File: config.mk
export PLATFORM = sky130hd
export DESIGN_NAME = instr_issue_unit
export DESIGN_NICKNAME = d
export VERILOG_FILES = /design/src/rtl/mp_pkg.sv /design/src/rtl/iiu_prog_mem.sv /design/src/rtl/instr_issue_unit.sv
export SDC_FILE = /design/constraint.sdc
export NUM_CORES = 1
export LEC_CHECK = 0
export BUFFER_PORTS_ARGS = -buffer_cell sky130_fd_sc_hd__buf_2
export CAP_MARGIN = 20
export CORE_ASPECT_RATIO = 1.75
export CORE_MARGIN = 2
export CORE_UTILIZATION = 38
export CTS_CLUSTER_SIZE = 8
export DETAILED_ROUTE_END_ITERATION = 6
export PLACE_DENSITY = 0.57
export SLEW_MARGIN = 20
export SYNTH_ARGS = -nofsm -noshare
export SYNTH_HDL_FRONTEND = slang
export SYNTH_SLANG_ARGS = --single-unit
File: constraint.sdc
create_clock -name clk -period 6.4 [get_ports clk]
set_input_delay 0.64 -clock clk [delete_from_list [all_inputs] [get_ports clk]]
set_output_delay 0.64 -clock clk [all_outputs]
set_load 0.01 [all_outputs]
File: src/rtl/mp_pkg.sv
`default_nettype none
// ============================================================================
// Module : mp_pkg
// Brief  : Shared microprocessor definitions: opcodes, instruction field
//          offsets, bubble word, issue-unit state encoding.
// Rev    : 1.0  initial release
// ============================================================================
package mp_pkg;

  // Opcodes recognised by the execute stage
  localparam logic [5:0] OP_LOAD  = 6'd2;
  localparam logic [5:0] OP_STORE = 6'd3;
  localparam logic [5:0] OP_ADD   = 6'd6;
  localparam logic [5:0] OP_OR    = 6'd8;
  localparam logic [5:0] OP_XOR   = 6'd9;

  // Instruction field layout
  localparam int OPC_LSB = 0;
  localparam int OPC_MSB = 5;
  localparam int RS1_LSB = 6;
  localparam int RS2_LSB = 11;
  localparam int RD_LSB  = 16;
  localparam int REG_W   = 5;

  // Opcode 0 is not a valid operation, so this word never writes the reg file
  localparam logic [31:0] MP_NOP_WORD = 32'h0000_0000;

  typedef enum logic [1:0] {
    S_IDLE  = 2'd0,
    S_ISSUE = 2'd1,
    S_GAP   = 2'd2,
    S_DONE  = 2'd3
  } iiu_state_t;

  // True for opcodes the execute stage implements
  function automatic logic is_valid_opcode(input logic [5:0] op);
    case (op)
      6'd2, 6'd3, 6'd6, 6'd8, 6'd9, 6'd10, 6'd11,
      6'd12, 6'd13, 6'd14, 6'd15: return 1'b1;
      default:                    return 1'b0;
    endcase
  endfunction

endpackage
`default_nettype wire

File: src/rtl/iiu_prog_mem.sv
`default_nettype none
// ============================================================================
// Module : iiu_prog_mem
// Brief  : DEPTH x 32 program store, synchronous write, asynchronous read.
//          Contents are deliberately not reset so a loaded program survives
//          a processor reset.
// Rev    : 1.0  initial release
// ============================================================================
module iiu_prog_mem #(
  parameter int DEPTH = 16
) (
  input  logic                     clk,
  input  logic                     we,
  input  logic [$clog2(DEPTH)-1:0] waddr,
  input  logic [31:0]              wdata,
  input  logic [$clog2(DEPTH)-1:0] raddr,
  output logic [31:0]              rdata
);

  logic [31:0] r_mem [DEPTH];

  // Write port: one word per cycle when enabled
  always_ff @(posedge clk) begin
    if (we) begin
      r_mem[waddr] <= wdata;
    end
  end

  assign rdata = r_mem[raddr];

endmodule
`default_nettype wire

File: src/rtl/instr_issue_unit.sv
`default_nettype none
// ============================================================================
// Module : instr_issue_unit
// Brief  : Program-store sequencer feeding the processor instruction input.
//          Issues one word, then ISSUE_GAP NOP bubbles, until prog_len words
//          have gone out, then pulses done.
//          Optional macro IIU_OPCODE_CHECK_EN: replace invalid-opcode words by
//          NOP and count them on bad_op_cnt.
// Rev    : 1.0  initial release
// ============================================================================
module instr_issue_unit
  import mp_pkg::*;
#(
  parameter int          DEPTH     = 16,
  parameter int          ISSUE_GAP = 2,
  parameter logic [31:0] NOP_WORD  = MP_NOP_WORD
) (
  input  logic                     clk,
  input  logic                     rst_n,
  input  logic                     load_we,
  input  logic [$clog2(DEPTH)-1:0] load_addr,
  input  logic [31:0]              load_data,
  input  logic [$clog2(DEPTH):0]   prog_len,
  input  logic                     start,
  input  logic                     stall,
  output logic [31:0]              instruction,
  output logic                     issue,
  output logic [$clog2(DEPTH)-1:0] pc,
  output logic                     busy,
  output logic                     done
`ifdef IIU_OPCODE_CHECK_EN
  ,
  output logic [7:0]               bad_op_cnt
`endif
);

  localparam int         AW       = $clog2(DEPTH);
  localparam int         LW       = AW + 1;
  localparam logic [2:0] GAP_LAST = 3'((ISSUE_GAP > 0) ? ISSUE_GAP - 1 : 0);

  iiu_state_t  r_state;
  logic [LW-1:0] r_len;      // words to issue in this run (clamped to DEPTH)
  logic [LW-1:0] r_cnt;      // words issued so far; low bits address the store
  logic [2:0]    r_gap_cnt;

  logic          w_mem_we;
  logic [31:0]   w_mem_word;
  logic          w_issue_ok;
  logic [31:0]   w_issue_word;
  logic [LW-1:0] w_len;
  logic [LW-1:0] w_cnt_inc;

  // Loads are only honoured while no run is in progress
  assign w_mem_we = load_we && (r_state == S_IDLE);

  iiu_prog_mem #(
    .DEPTH (DEPTH)
  ) u_prog_mem (
    .clk   (clk),
    .we    (w_mem_we),
    .waddr (load_addr),
    .wdata (load_data),
    .raddr (r_cnt[AW-1:0]),
    .rdata (w_mem_word)
  );

`ifdef IIU_OPCODE_CHECK_EN
  assign w_issue_ok = is_valid_opcode(w_mem_word[OPC_MSB:OPC_LSB]);
`else
  assign w_issue_ok = 1'b1;
`endif

  assign w_issue_word = w_issue_ok ? w_mem_word : NOP_WORD;
  // Clamping the length keeps the address counter inside the store
  assign w_len        = (prog_len > LW'(DEPTH)) ? LW'(DEPTH) : prog_len;
  assign w_cnt_inc    = r_cnt + LW'(1);
  assign pc           = r_cnt[AW-1:0];

  // Sequencer FSM with registered outputs; stall freezes all progress
  always_ff @(posedge clk or negedge rst_n) begin
    if (!rst_n) begin
      r_state     <= S_IDLE;
      r_len       <= '0;
      r_cnt       <= '0;
      r_gap_cnt   <= '0;
      instruction <= NOP_WORD;
      issue       <= 1'b0;
      busy        <= 1'b0;
      done        <= 1'b0;
`ifdef IIU_OPCODE_CHECK_EN
      bad_op_cnt  <= '0;
`endif
    end else begin
      // Bubble and no pulse unless a branch below says otherwise
      instruction <= NOP_WORD;
      issue       <= 1'b0;
      done        <= 1'b0;
      if (!stall) begin
        case (r_state)
          S_IDLE: begin
            if (start && !load_we) begin
              r_len     <= w_len;
              r_cnt     <= '0;
              r_gap_cnt <= '0;
              if (w_len == '0) begin
                r_state <= S_DONE;
                busy    <= 1'b0;
              end else begin
                r_state <= S_ISSUE;
                busy    <= 1'b1;
              end
            end
          end
          S_ISSUE: begin
            instruction <= w_issue_word;
            issue       <= w_issue_ok;
            r_cnt       <= w_cnt_inc;
            r_gap_cnt   <= '0;
`ifdef IIU_OPCODE_CHECK_EN
            if (!w_issue_ok && (bad_op_cnt != 8'hFF)) begin
              bad_op_cnt <= bad_op_cnt + 8'd1;
            end
`endif
            if (ISSUE_GAP > 0) begin
              r_state <= S_GAP;
            end else if (w_cnt_inc == r_len) begin
              r_state <= S_DONE;
              busy    <= 1'b0;
            end
          end
          S_GAP: begin
            if (r_gap_cnt == GAP_LAST) begin
              r_gap_cnt <= '0;
              if (r_cnt < r_len) begin
                r_state <= S_ISSUE;
              end else begin
                r_state <= S_DONE;
                busy    <= 1'b0;
              end
            end else begin
              r_gap_cnt <= r_gap_cnt + 3'd1;
            end
          end
          default: begin
            done    <= 1'b1;
            busy    <= 1'b0;
            r_state <= S_IDLE;
          end
        endcase
      end
    end
  end

endmodule
`default_nettype wire

==> results.py <==
metrics = {
    "status": {
        "result_of_the_run": "complete, no violations",
    },
    "final_layout": {
        "post-route-cell-area_um2": 25100,
        "post_route_cells_drive_above_1_share": 0.265,
        "n_antenna_cell": 0,
        "final_cell_mix": "edfxtp_1, mux4_2, buf_2",
        "layout.cells.most_common": "edfxtp_1",
        "syn2layout_area_growth_pct": 16.6,
        "fin_nets": 1203,
    },
    "placement": {
        "place.port_buffers": 84,
        "finalWeightedCongestion": 0.736,
        "hpwlAfterDp_um": 24900,
        "placed_area_um2": 22800,
        "dpl_worst_slack_ns": 3.42,
    },
    "floorplan": {
        "initial_core_util": 0.384,
        "die_w_um": 184,
        "placement_rows": 115,
        "floorplan.die.height_um": 319,
        "die_area_um2": 58600,
        "io_pins": 85,
        "core_area_um2": 56100,
    },
    "sta": {
        "fmax_mhz": 339,
        "unrepaired_setup_endpoints_after_global_routing": "false",
        "final_total_negative_setup_slack_ns": 0,
        "clock-skew-final_ns": 0.0256,
        "worstMarginPinSlew_ns": 0.977,
        "slew_headroom": 0.344,
        "final-max-slew-violation-count": 0,
        "final_worst_path_cycle_share": 0.461,
        "layout_min_cycle_time_ns": 2.95,
        "final-setup-viol-count": 0,
        "final.setup.worst_slack_ns": 3.45,
        "number_of_endpoints_with_negative_hold_slack_in_the_final_report": 0,
    },
    "power": {
        "total_power_per_unit_cell_area_nw_per_um2": 396,
        "switching_share": 0.258,
        "p_int_uw": 7380,
        "comb_power_share": 0.173,
        "pwr-share-seq": 0.438,
        "power.share.clock": 0.389,
        "peak_supply_drop_mv": 0.300,
        "power.switching_uw": 2560,
        "p_leak_uw": 0.00859,
    },
    "critical_path": {
        "worstSetupEndpointType": "flop",
        "cpMaxStageDelayCell": "dfrtp_4",
        "timing.critical_path.from_type": "flop",
        "r2r_end": "instruction[14]$_DFF_PN0_",
        "critPathMaxStageDelay_ns": 0.94,
        "worst-r2r-cell-count": 4,
        "cp_max_fo": 92,
        "critical_path_arrival_ns": 3.40,
        "timing.critical_path.max_delay_family": "flip-flops",
        "critical_path_class": "reg -> reg",
        "cp.buffers_inverters": 1,
        "crit_chain": "buf_12 > mux4_2 > a22o_1 > a221o_1",
        "timing.rr.start": "r_cnt[0]$_DFFE_PN0P_",
        "r2r_setup_slack_ns": 3.45,
        "critPathRequiredTime_ns": 6.85,
    },
    "synth": {
        "yosysSeqAreaShare": 0.772,
        "synth_seq_cells": 562,
        "syn_nets": 1072,
        "syn_inst": 1021,
        "synth-edff-count": 512,
        "postSynth.topFlopCell": "edfxtp_1",
        "ys_warn_count": 0,
        "fraction_of_synthesis_flops_using_an_asynchronous_set_or_reset_pin": 0.0890,
        "synthDistinctLibCells": 46,
        "synth.cell_area_um2": 21500,
        "postSynthAreaPerCell_um2": 21.1,
    },
    "grt": {
        "overflow_left_after_global_routing": 0,
        "antenna_found_initial": 4,
        "grt_first_pass_wirelength_um": 72600,
        "grt_max_degree": 93,
        "groute.usage.overall": 0.171,
        "first_global_vias": 11300,
    },
    "detailed_routing": {
        "postRouteWirelength_um": 49100,
        "wire_per_inst_um": 25.7,
        "route.vias.total": 10500,
        "drt-initial-drc-count": 684,
        "ant_nets": 0,
        "detail_route.drc_violations": 0,
        "drt-vias-per-instance": 5.48,
        "detail_route.first_pass.iterations": 5,
    },
    "clock_tree": {
        "cts_root_buffer": "clkbuf_16",
        "worstSkewPairLatency_ns": 0.59,
        "clock_tree_from_tritoncts": "built",
        "cts_inserted_buffers": 80,
        "postCtsSetupBuffers": 0,
        "clock_path_buffers": 3,
        "cts_repair_resize_count": 0,
        "clk_pin_slew_ns": 0.05,
        "cts.hold.buffers_added": 0,
        "htree_levels": 3,
        "clock_sinks": 562,
    },
    "min_path": {
        "hp-class": "in -> async",
    },
    "run": {
        "maxCapViolCount": 0,
    },
}
==> metrics by stage <==
step	hold slack [ns]	cells	util	power, uW
detailed placement	0.518	1772	0.406	6190
CTS	0.269	1913	0.447	10100
global placement	0.514	1772	0.406	6170
floorplan	0.344	1021	-	5720
finish	0.254	1913	0.447	9940
global route	0.302	1913	0.447	10300
==> worst max path at each step <==
| stage | start | endpoint | slack [ns] | cells past startpoint |
|---|---|---|---|---|
| 3_5_place_dp | stall | instruction[24]$_DFF_PN0_ | 3.42 | 7 |
| 4_1_cts | r_cnt[0]$_DFFE_PN0P_ | instruction[14]$_DFF_PN0_ | 3.41 | 4 |
| 3_3_place_gp | r_cnt[1]$_DFFE_PN0P_ | r_state[1]$_DFFE_PN0P_ | 3.46 | 7 |
| 6_report | r_cnt[0]$_DFFE_PN0P_ | instruction[14]$_DFF_PN0_ | 3.45 | 4 |
| 5_1_grt | r_cnt[0]$_DFFE_PN0P_ | instruction[14]$_DFF_PN0_ | 3.28 | 4 |
| 2_1_floorplan | r_state[0]$_DFFE_PN0P_ | u_prog_mem.r_mem[0][0]$_DFFE_PP_ | 2.55 | 5 |
==> metal layers <==
layer | global-route usage | vias to the layer above | part of all wire | routed length (um)
met5 | 0 | - | 0.0011 | 56
met4 | 0.0558 | 8 | 0.020 | 1010
met3 | 0.0317 | 74 | 0.043 | 2120
met1 | 0.204 | 5619 | 0.40 | 19400
met2 | 0.309 | 246 | 0.54 | 26500
li1 | - | 4543 | - | -
==> cell usage after synthesis (2+ instances only) <==
cell	n	area [um2]
and2_1	2	12.5
nand2b_1	4	25.0
buf_4	5	37.5
or3_1	2	12.5
o21ai_1	3	15.0
nand4_1	2	12.5
nand2_1	14	52.6
nor3_1	5	25.0
nor2_1	21	78.8
inv_1	7	26.3
o22ai_1	2	12.5
xor2_1	2	17.5
a22oi_1	32	240
mux4_2	94	2120
nand3b_1	4	30.0
clkbuf_1	16	60.1
dfrtp_1	50	1250
a21oi_1	3	15.0
buf_6	15	169
ha_1	5	62.6
nor2b_1	3	18.8
mux4_1	2	52.6
and3_1	33	206
buf_2	27	135
a21o_1	2	15.0
edfxtp_1	512	15400
o21ai_0	7	35.0
a221o_1	32	320
mux2i_1	64	641
a22o_1	35	307
==> worst reg2reg max path, cell delays in order (launching register included) <==
cell	delay, ns
dfrtp_4	0.94
buf_12	0.56
mux4_2	0.83
a22o_1	0.19
a221o_1	0.29
==> registers in the layout (all words and copies together) (netlist names) <==
register and count:
u_prog_mem.r_mem 512, issue 1, instruction 32, r_cnt 5, done 1, r_state 2, r_len 5, busy 1
r_gap_cnt 3
==> final cells by class <==
class | count | area, um2
fillers | 4739 | 31000
multi-input cells | 388 | 4590
repair buffers | 112 | 643
flip-flops and latches | 562 | 16600
inverters | 8 | 32.5
clock inverters | 4 | 33.8
clock buffers | 137 | 2280
well taps | 702 | 878
==> power groups by stage <==
stage | clock network [uW] | registers, uW | logic (uW)
after floorplan | 0 | 4300 | 1420
after global placement | 0 | 4430 | 1740
after detailed placement | 0 | 4430 | 1760
after CTS | 3950 | 4360 | 1760
after global routing | 4100 | 4370 | 1870
final | 3870 | 4350 | 1720
==> cell families (layout without fill, tap and decap cells) <==
family	after synthesis	in the layout	share of synthesized area
flip-flops	562	562	0.772
AND/OR/NAND/NOR	97	97	0.0254
adder cells (fa/ha/maj)	5	5	0.00291
AO/OA/AOI/OAI	122	122	0.0467
multiplexers	161	161	0.131
XOR/XNOR	3	3	0.00122
buffers and inverters	71	261	0.0202
Power figures use the tool's default switching activity.
